## src/rtl/alu_exec_unit.sv

```systemverilog
// alu_exec_unit: single-request ALU execution unit with a valid/ready handshake
// on both sides. Shifts run one bit per cycle; all other ops take one cycle.
// Optional feature macro: ALU_OVERFLOW_EN. When it is defined, signed overflow
// is detected for add/sub. When it is undefined, the overflow port is tied to 0.
module alu_exec_unit #(
  parameter int WIDTH = 32
) (
  input  logic             clk,
  input  logic             rst_n,
  input  logic             in_valid,
  output logic             in_ready,
  input  logic [3:0]       alu_function,
  input  logic [WIDTH-1:0] operand_a,
  input  logic [WIDTH-1:0] operand_b,
  output logic             out_valid,
  input  logic             out_ready,
  output logic [WIDTH-1:0] result,
  output logic             zero,
  output logic             illegal,
  output logic             overflow
);

  typedef enum logic [1:0] {
    IDLE  = 2'd0,
    SHIFT = 2'd1,
    DONE  = 2'd2
  } state_e;

  localparam logic [3:0] OpAnd  = 4'b0000;
  localparam logic [3:0] OpOr   = 4'b0001;
  localparam logic [3:0] OpAdd  = 4'b0010;
  localparam logic [3:0] OpXor  = 4'b0011;
  localparam logic [3:0] OpXnor = 4'b0100;
  localparam logic [3:0] OpShl  = 4'b0101;
  localparam logic [3:0] OpSub  = 4'b0110;
  localparam logic [3:0] OpSlt  = 4'b0111;
  localparam logic [3:0] OpShr  = 4'b1000;
  localparam logic [3:0] OpCpl  = 4'b1001;

  state_e             state_q, state_d;
  logic [WIDTH-1:0]   result_q, result_d;
  logic               illegal_q, illegal_d;
  logic [4:0]         count_q, count_d;
  logic               shiftLeft_q, shiftLeft_d;

  logic               accept;
  logic               isShift;
  logic [4:0]         shamt;
  logic [WIDTH-1:0]   addResult;
  logic [WIDTH-1:0]   subResult;
  logic [WIDTH-1:0]   aluResult;
  logic               aluIllegal;

  assign accept    = in_valid & in_ready;
  assign shamt     = operand_b[4:0];
  assign isShift   = (alu_function == OpShl) || (alu_function == OpShr);
  assign addResult = operand_a + operand_b;
  assign subResult = operand_a - operand_b;

  assign in_ready  = (state_q == IDLE);
  assign out_valid = (state_q == DONE);
  assign result    = result_q;
  assign illegal   = illegal_q;
  // zero only means something once the final result is registered in DONE
  assign zero      = (state_q == DONE) && (result_q == '0);

  // Single-cycle operations; unsupported codes produce 0 and flag illegal
  always_comb begin
    aluResult  = '0;
    aluIllegal = 1'b0;
    case (alu_function)
      OpAnd:   aluResult = operand_a & operand_b;
      OpOr:    aluResult = operand_a | operand_b;
      OpAdd:   aluResult = addResult;
      OpXor:   aluResult = operand_a ^ operand_b;
      OpXnor:  aluResult = ~(operand_a ^ operand_b);
      OpSub:   aluResult = subResult;
      OpSlt:   aluResult[0] = ($signed(operand_a) < $signed(operand_b));
      OpCpl:   aluResult = ~operand_a;
      OpShl,
      OpShr:   aluResult = operand_a;
      default: aluIllegal = 1'b1;
    endcase
  end

  // Next-state logic: shifts iterate in SHIFT until the count drains, others go straight to DONE
  always_comb begin
    state_d     = state_q;
    result_d    = result_q;
    illegal_d   = illegal_q;
    count_d     = count_q;
    shiftLeft_d = shiftLeft_q;
    case (state_q)
      IDLE: begin
        if (accept) begin
          result_d    = aluResult;
          illegal_d   = aluIllegal;
          shiftLeft_d = (alu_function == OpShl);
          if (isShift && (shamt != 5'd0)) begin
            count_d = shamt;
            state_d = SHIFT;
          end else begin
            count_d = 5'd0;
            state_d = DONE;
          end
        end
      end
      SHIFT: begin
        result_d = shiftLeft_q ? (result_q << 1) : (result_q >> 1);
        count_d  = count_q - 5'd1;
        if (count_q == 5'd1) begin
          state_d = DONE;
        end
      end
      DONE: begin
        if (out_ready) begin
          state_d = IDLE;
        end
      end
      default: state_d = IDLE;
    endcase
  end

  // State and datapath registers; reset discards any operation in flight
  always_ff @(posedge clk or negedge rst_n) begin
    if (!rst_n) begin
      state_q     <= IDLE;
      result_q    <= '0;
      illegal_q   <= 1'b0;
      count_q     <= 5'd0;
      shiftLeft_q <= 1'b0;
    end else begin
      state_q     <= state_d;
      result_q    <= result_d;
      illegal_q   <= illegal_d;
      count_q     <= count_d;
      shiftLeft_q <= shiftLeft_d;
    end
  end

`ifdef ALU_OVERFLOW_EN
  logic overflow_q, overflow_d;
  logic signA, signB;

  assign signA    = operand_a[WIDTH-1];
  assign signB    = operand_b[WIDTH-1];
  assign overflow = overflow_q;

  // Signed overflow is captured with the request and held until the result is consumed
  always_comb begin
    overflow_d = overflow_q;
    if (accept) begin
      case (alu_function)
        OpAdd:   overflow_d = (signA == signB) && (addResult[WIDTH-1] != signA);
        OpSub:   overflow_d = (signA != signB) && (subResult[WIDTH-1] != signA);
        default: overflow_d = 1'b0;
      endcase
    end
  end

  // Overflow flag register
  always_ff @(posedge clk or negedge rst_n) begin
    if (!rst_n) begin
      overflow_q <= 1'b0;
    end else begin
      overflow_q <= overflow_d;
    end
  end
`else
  assign overflow = 1'b0;
`endif

endmodule

```

## config.mk

```make
export PLATFORM = sky130hd
export DESIGN_NAME = alu_exec_unit
export DESIGN_NICKNAME = d
export VERILOG_FILES = /design/src/rtl/alu_exec_unit.sv
export SDC_FILE = /design/constraint.sdc
export NUM_CORES = 1
export LEC_CHECK = 0
export CAP_MARGIN = 10
export CORE_MARGIN = 1
export CORE_UTILIZATION = 50
export CTS_CLUSTER_SIZE = 16
export DETAILED_ROUTE_END_ITERATION = 8
export PLACE_DENSITY = 0.81
export SETUP_SLACK_MARGIN = 0.05
export SLEW_MARGIN = 20
export SYNTH_ARGS = -nofsm -noshare
export SYNTH_HDL_FRONTEND = slang
export SYNTH_SLANG_ARGS = --single-unit
```

## constraint.sdc

```tcl
create_clock -name clk -period 3.1 [get_ports clk]
set_clock_uncertainty 0.15 [all_clocks]
set_input_delay 0.62 -clock clk [delete_from_list [all_inputs] [get_ports clk]]
set_output_delay 0.62 -clock clk [all_outputs]
set_load 0.05 [all_outputs]
```

# [After elaboration in Yosys (flattened, before gate mapping)]
# Index checks and enable logic that the tools add are counted.
[word_totals] reg_bits=41 latchBits=0 mem_bits_rw=0 romBits=0 input_bits=72 output_inout_bits=37 word_cells=57 n_memories=0
[classes] n_addsub=3 n_mul=0 n_div=0 magnitude_cmp=1 n_eq_ne=15 n_shift=0 mux=14 n_bitwise=6 reduce_logical=13
[ops] cell="$pmux W31 S8" count=1
[ops] cell="$mux W32" count=2
[ops] cell="$not A32 Y32" count=2
[ops] cell="$pmux W32 S2" count=1
[ops] cell="$add A32 B32 Y32" count=1
[ops] cell="$and A32 B32 Y32" count=1
[ops] cell="$logic_not A32 Y1" count=1
[ops] cell="$lt A32 B32 Y1" count=1
[ops] cell="$or A32 B32 Y32" count=1
[ops] cell="$sub A32 B32 Y32" count=1
[ops] cell="$xor A32 B32 Y32" count=1
[ops] cell="$eq A4 B3 Y1 const B" count=4
[ops] cell="$mux W5" count=2
[ops] cell="$pmux W5 S2" count=1
[ops] cell="$reduce_or A10 Y1" count=1
[ops] cell="$pmux W1 S9" count=1
[ops] cell="$eq A4 B2 Y1 const B" count=2
[ops] cell="$eq A4 B4 Y1 const B" count=2
[ops] cell="$mux W2" count=4
[ops] cell="$pmux W2 S3" count=1
[ops] cell="$eq A5 B1 Y1 const B" count=1
[ops] cell="$reduce_bool A5 Y1" count=1
[ops] cell="$sub A5 B1 Y5 const B" count=1
[ops] cell="$eq A4 B1 Y1 const B" count=1
[ops] cell="other kinds (14)" count=17

# [Longest topological paths before layout]
# Gate-level depths: netlist of run 1.
[depth] depth_word=6 mapped_depth=13

# [Worst setup path before layout of run 1]
# OpenSTA, ideal clock, no wires.
[synth_timing] path_type="reg-to-output" startpoint="register result_q[23] (netlist: result[23])" endpoint="output zero" arrival_time_ps=2654 required_time_ps=2330 setup_slack_ps=-324 path_stages_with_launch=3 path_cell_list="dfrtp_1 or4_1 nor4_1"
[synth_between] elab_chain_len=2
[synth_rtl] element="start, declared" line_no="41" source="logic [WIDTH-1:0] result_q, result_d;"
[synth_rtl] element="start signal, assigned" line_no="134" source="result_q <= result_d;"
[synth_rtl] element="$logic_not A32 Y1" line_no="65" source="assign zero = (state_q == DONE) && (result_q == '0);"
[synth_rtl] element="$logic_and A1 B1 Y1" line_no="65"
[synth_rtl] element="end, declared" line_no="18" source="output logic zero,"
# Every way passes these cells.

# [Final worst setup path of run 1]
[layout_timing] startpoint="input operand_a[6]" endpoint="register result_q[27] (netlist: result[27])"
[layout_between] elab_chain_len=4 elab_cells_between_ends=5 cone_classes="add/sub: 2; mux: 3"
[layout_rtl] element="start, declared" line_no="13" source="input logic [WIDTH-1:0] operand_a,"
[layout_rtl] element="$sub A32 B32 Y32 / $add A32 B32 Y32 (equally long branches)" line_no="58, 57"
[layout_rtl] element="$pmux W31 S8 *" line_no="71" source="case (alu_function)"
[layout_rtl] element="$mux W32 *" line_no="95" source="if (accept) begin"
[layout_rtl] element="$pmux W32 S2 *" line_no="93" source="case (state_q)"
# Every way passes the cells marked *; elsewhere a longest branch is shown, timed or not. The select of a mux whose other input is x is not followed.
# A chain may end at the register's enable or synchronous reset.

==> run metrics, run 1 <==
peak per-stage delay on the critical path=0.57 ns; drt wl/cell=24.1 um; fin. max-slew vios=0; final worst slack=-0.121 ns; sequential cell area=1030 um^2; Initial Util=0.518; final hold slack=0.332 ns; DRC Markers=0; CTS max path bufs=2; failing checks=setup timing; die area=17200 um^2; Rows=46; Skew-Pair Late Insertion Delay=0.29 ns; vias in the first global route=11400; Mean Syn Cell Area=7.03 um^2; GRT Util Overall=0.487; RSZ-0062 raised after global routing=true; Fmax=0.310 GHz; yosys warns=0; CP most frequent cell=buf_6; Mapped Cells=1183; Vias/cell=6.74; Core Area=16100 um^2; Synthesized Nets=1358; Die Span Y=131 um; P&R area growth vs syn=67.2%; Detailed Route Iter0 Violations=1834; I/O Buffers=107; clock sink count=41; Routed Antenna Nets=0; sequential cell area fraction in the yosys report=0.123; Design Area, Final=13900 um^2; final WL=44.4 mm; I/O Pins=109; largest family of logic cells by synthesized area=compound AO/OA/AOI/OAI gates; synthesized flop and latch total=41; first-pass GRT wire length=63.2 mm; worst rel slew slack=0.312; Placed Cells=1787; initial antenna violation count=0; ys async rst share=1.00; Final nets=1802; max_cap viols=0; Antenna diodes=0; maximum vdd ir drop=619 uV; Synth Area in Simple Gates=0.211; Critical Path End Type=flop; Post-synth EDFFs=0; reg2reg start=shiftLeft_q; Setup crit start=operand_a[6]; share of layout cells above drive strength 1=0.442; Synth Area in Compound Gates=0.360; TritonCTS clock tree=done; Vias=12400; slew at the pin closest to its max-slew limit=1.02 ns; CP startpoint kind=input pin; fin crit share=1.04; post-synthesis adder-cell area fraction=0.157; status=finished, violations left; global route total overflow=0; CP Max Fanout=4; cts hold-fix bufs=0; total CTS buffers=5; Placed Area=12100 um^2; # setup viols final=9; CTS Root Cell=clkbuf_16; power per standard cell area=457 nW/um^2; Distinct cells, synth=97; worst path cell trace=buf_6, buf_6, ha_4, or4_4, o211ai_4, nand4_1, nand3_2, or4b_4, xnor2_2, a221oi_2, a21oi_1; Critical Path RT=3.11 ns; clock slew at reported path FFs=0.06 ns; area of the multi-input gates=7870 um^2; WP data arrival=3.23 ns; HP Start=illegal; type of the most critical hold path=reg2reg; Filler Cell Count=861; fin cells=1843; routability cong.=1.00; Synth Cell Area=8320 um^2; Pre-antenna DRT Iters=9; Final Util=0.867; largest net degree at the start of global routing=42; Post-DP HPWL=29.8 mm; Top FF cell, synth=dfrtp_1; XOR/XNOR share of the synthesized area=0.00842; critical path type=in2reg; post-synthesis mux area share=0.0389; P_leak=6.20 nW; H-tree levels=2; die width=131 um; Final Hold Vio Count=0; slowest CP cell=or4_4; Final min period=3.22 ns
-- layout make-up --
cell class              instances  area share
clock buffers                   5     0.00899
clock inverters                 2     0.00252
inverters                     104      0.0304
multi-input cells             955       0.566
flip-flops and latches         41      0.0737
well taps                     216      0.0194
repair buffers                520       0.299
-- path summary, 6_finish.rpt --
check	to	depth (start not counted)	slack (ns)
max	result[27]	11	-0.12
min in group asynchronous	result[2]	1	0.34
max reg2reg	result[20]	10	0.38
max in group asynchronous	result[28]	1	1.85
min	illegal	2	0.33
min reg2reg	illegal	2	0.33
-- logic make-up after synthesis --
group                    count (synthesis)
buffers and inverters                  187
adder cells (fa/ha/maj)                103
AO/OA/AOI/OAI                          441
multiplexers                            32
other                                    1
flip-flops                              41
AND/OR/NAND/NOR                        370
XOR/XNOR                                 8
-- power breakdown --
| part | leakage (nW) | switching (W) | internal, W | total (W) |
|---|---|---|---|---|
| sequential | 0.519 | 0.000404 | 0.000768 | 0.00117 |
| combinational | 5.60 | 0.00271 | 0.00187 | 0.00458 |
| clock | 0.0797 | 0.000225 | 0.000374 | 0.000599 |
| total | 6.20 | 0.00334 | 0.00302 | 0.00635 |
-- flip-flops by register name, indices dropped and copies added (netlist names) --
| signal | cells |
|---|---|
| count_q | 5 |
| illegal | 1 |
| result | 32 |
| shiftLeft_q | 1 |
| state_q | 2 |
-- Yosys cell counts (4+ instances only) --
cell type / n / area share
a2111oi_0: 9 / 0.0095
a211o_1: 6 / 0.0063
a211oi_1: 22 / 0.020
a21o_1: 18 / 0.016
a21o_2: 4 / 0.0042
a21oi_1: 136 / 0.082
a221oi_1: 10 / 0.011
a311oi_1: 7 / 0.0074
a31oi_1: 8 / 0.0060
and3_1: 5 / 0.0038
buf_1: 7 / 0.0032
buf_2: 17 / 0.010
buf_6: 6 / 0.0081
clkbuf_1: 45 / 0.020
clkbuf_8: 7 / 0.012
dfrtp_1: 41 / 0.12
ha_1: 101 / 0.15
inv_1: 101 / 0.046
mux2i_1: 29 / 0.035
nand2_1: 103 / 0.046
nand2b_1: 7 / 0.0053
nand3_1: 23 / 0.014
nand4_1: 17 / 0.013
nor2_1: 116 / 0.052
nor2b_1: 10 / 0.0075
nor3_1: 25 / 0.015
nor4_1: 25 / 0.019
o2111ai_1: 8 / 0.0084
o211a_1: 6 / 0.0072
o211ai_1: 22 / 0.020
o21a_1: 8 / 0.0072
o21ai_0: 76 / 0.046
o21ai_1: 8 / 0.0048
o21bai_1: 8 / 0.0072
o221ai_1: 12 / 0.013
o22ai_1: 10 / 0.0075
o31a_1: 5 / 0.0053
o31ai_1: 6 / 0.0054
o41ai_1: 4 / 0.0042
or2_2: 4 / 0.0030
or3_1: 8 / 0.0060
or4_1: 4 / 0.0036
xnor2_1: 8 / 0.0084
-- cells in the final DEF, fill, tap and decap left out, types with 21 or more instances in the layout --
cell / Yosys / layout
buf_4: 1 / 387
nor2_1: 116 / 111
a21oi_1: 136 / 108
nand2_1: 103 / 99
o21ai_0: 76 / 63
ha_1: 101 / 59
clkdlybuf4s50_1: 0 / 55
inv_1: 101 / 53
inv_2: 2 / 43
dfrtp_1: 41 / 41
buf_6: 6 / 36
ha_4: 0 / 34
mux2i_1: 29 / 29
o211ai_1: 22 / 22
nor3_1: 25 / 21
-- metrics by stage --
step / power [W] / setup WS (ns) / TNS, ns
global placement: 0.00491 / -0.888 / -20.11
global route: 0.00659 / -0.128 / -1.04
detailed placement: 0.00501 / -0.930 / -21.65
finish: 0.00635 / -0.121 / -0.467
CTS: 0.00588 / -0.107 / -0.321
floorplan: 0.00330 / -0.0744 / -0.0864
-- per-layer routing --
| metal | global-route usage | wire (um) | vias to the layer above |
|---|---|---|---|
| li1 | - | - | 5232 |
| met1 | 0.610 | 16100 | 5720 |
| met2 | 0.782 | 19400 | 1156 |
| met3 | 0.134 | 5990 | 319 |
| met4 | 0.214 | 2810 | 0 |
| met5 | 0 | 0 | - |
-- critical path, delay by kind of cell --
| family | cells | cell delay [ns] |
|---|---|---|
| xor+xnor | 1 | 0.16 |
| compound gates | 3 | 0.63 |
| buf+inv | 2 | 0.21 |
| fa+ha+maj | 1 | 0.17 |
| simple gates | 4 | 1.45 |
-- timing repair --
| item | in CTS | in global routing |
|---|---|---|
| endpoints found under the setup margin | 29 | 28 |
| gates resized for setup | 306 | 167 |
| buffers inserted | 35 | 18 |
| pin swaps | 101 | 86 |
No activity file was read; power rests on OpenSTA's default activity.
==> inputs of run 2 (changes only) <==
CTS_BUF_LIST = sky130_fd_sc_hd__clkbuf_8   (was unset)
clock period = 3.7 ns   (was 3.1 ns; I/O delays follow)
==> run 2 against run 1 <==
Compared with the run above: the run now ends clean; worst setup slack better by 0.17 ns; first-iteration DRC count down 18%; power down 27%; global-route usage down 7.4 points; critical path depth up 3; combinational power down 28%; die area unchanged.
==> run metrics, run 2 (synthesis results as in run 1) <==
CTS Root Cell=clkbuf_8; Comb power frac=0.704; first-pass GRT wire length=54.5 mm; commonest non-fill, non-tap cell in the layout=buf_4; Antenna diodes=0; CP startpoint kind=input pin; Detailed Route Iter0 Violations=1503; global route total overflow=0; Core Area=16100 um^2; critical path type=in2reg; Final min period=3.65 ns; Initial Util=0.518; fin. max-slew vios=0; peak per-stage delay on the critical path=0.35 ns; Net Sw Frac=0.533; Top Family by Delay on Critical Path=compound AO/OA/AOI/OAI gates; I/O Buffers=107; commonest non-fill, non-tap cells in the layout=271 x buf_4, 126 x a21oi_1, 116 x nor2_1; maximum vdd ir drop=485 uV; Skew-Pair Late Insertion Delay=0.33 ns; fin crit share=0.986; max reg flops=32; slew at the pin closest to its max-slew limit=1.06 ns; Final nets=1665; worst path cell trace=dlygate4sd2_1, ha_2, inv_1, fa_2, nor2b_1, o21ai_2, a2111oi_4, buf_4, o31ai_4, a41oi_2, o41ai_2, a21oi_2, or3_1, a21oi_2; WP data arrival=3.76 ns; CP Max Fanout=4; DRC Markers=0; Final Hold Vio Count=0; I/O Pins=109; clock slew at reported path FFs=0.10 ns; r2r worst-path depth=10; Pre-antenna DRT Iters=6; sw power=0.00249 W; die width=131 um; Vias/cell=6.40; slowest CP cell=fa_2; final worst slack=0.0517 ns; die area=17200 um^2; total CTS buffers=5; depth of the worst hold-timing path=2; HP Start=illegal; register-to-register setup slack=0.60 ns; vias in the first global route=10100; largest net degree at the start of global routing=42; worst rel slew slack=0.295; P_int=0.00218 W; power per standard cell area=392 nW/um^2; final WL=35.9 mm; CP Buf/Inv Count=3; routability cong.=1.06; status=completed; Critical Path End Type=flop; Seq pwr share=0.209; P_leak=5.33 nW; share of layout cells above drive strength 1=0.264; Vias=10900; fin cells=1707; # setup viols final=0; Crit path depth=14; Post-DP HPWL=27.7 mm; max_cap viols=0; CTS max path bufs=2; P&R area growth vs syn=42.9%; Post-Place Worst Slack=-0.569 ns; clock sink count=41; Critical Path RT=3.81 ns; Placed Cells=1687; Setup crit start=operand_b[0]; clock share of power=0.088; reg2reg start=state_q[1]; type of the most critical hold path=reg2reg; initial antenna violation count=1; Fmax=0.274 GHz; Routed Antenna Nets=0; drt wl/cell=21.0 um; GRT Util Overall=0.414; CP most frequent cell=a21oi_2; H-tree levels=2; RSZ-0062 raised after global routing=true; TritonCTS clock tree=done; Rows=46; Die Span Y=131 um
run 2: layout make-up:
cell class	count	area, um^2
Clock buffer	5	68.8
Clock inverter	3	46.3
Fill cell	1240	4160
Inverter	104	390
Multi-Input combinational cell	955	6900
Sequential cell	41	1030
Tap cell	216	270
Timing Repair Buffer	383	3200
run 2: path summary, 6_finish.rpt:
path                              end
max                         result[0]
min                           illegal
max reg2reg                result[20]
min reg2reg                   illegal
max in group asynchronous  result[29]
min in group asynchronous   result[3]
run 2: timing repair:
action	4_1_cts	5_1_grt
hold buffers	0	0
resized for setup	36	55
setup endpoints to repair	19	23
setup buffers	5	7
pin swaps	19	29
run 2: worst min-delay path, stage by stage (launching register included):
cell     delay [ns]
dfrtp_1        0.37
nand2_1        0.05
o21ai_0        0.07
run 2: power by group through the flow:
stage | clock network [W] | logic [W] | registers, W
final | 0.000409 | 0.00328 | 0.000973
after global routing | 0.000419 | 0.00348 | 0.000989
after CTS | 0.000402 | 0.00314 | 0.000951
after detailed placement | 0 | 0.00309 | 0.000960
after global placement | 0 | 0.00305 | 0.000943
after floorplan | 0 | 0.00135 | 0.00140
run 2: per-layer routing:
metal	vias up	track usage	share of wire
li1	4937	-	-
met1	5055	0.549	0.41
met2	763	0.654	0.44
met3	167	0.0847	0.11
met4	2	0.166	0.044
met5	-	0	0.00036
run 2: per-stage QoR:
stage / power [W] / hold WS, ns / cell area (um^2) / util / setup TNS [ns]
after floorplan: 0.00275 / 0.294 / 8320 / - / 0
final: 0.00466 / 0.377 / 11900 / 0.741 / 0
after global routing: 0.00489 / 0.395 / 11900 / 0.741 / 0
after global placement: 0.00399 / 0.319 / 11300 / 0.702 / -7.52
after detailed placement: 0.00405 / 0.342 / 11300 / 0.702 / -9.51
after CTS: 0.00449 / 0.362 / 11600 / 0.720 / 0
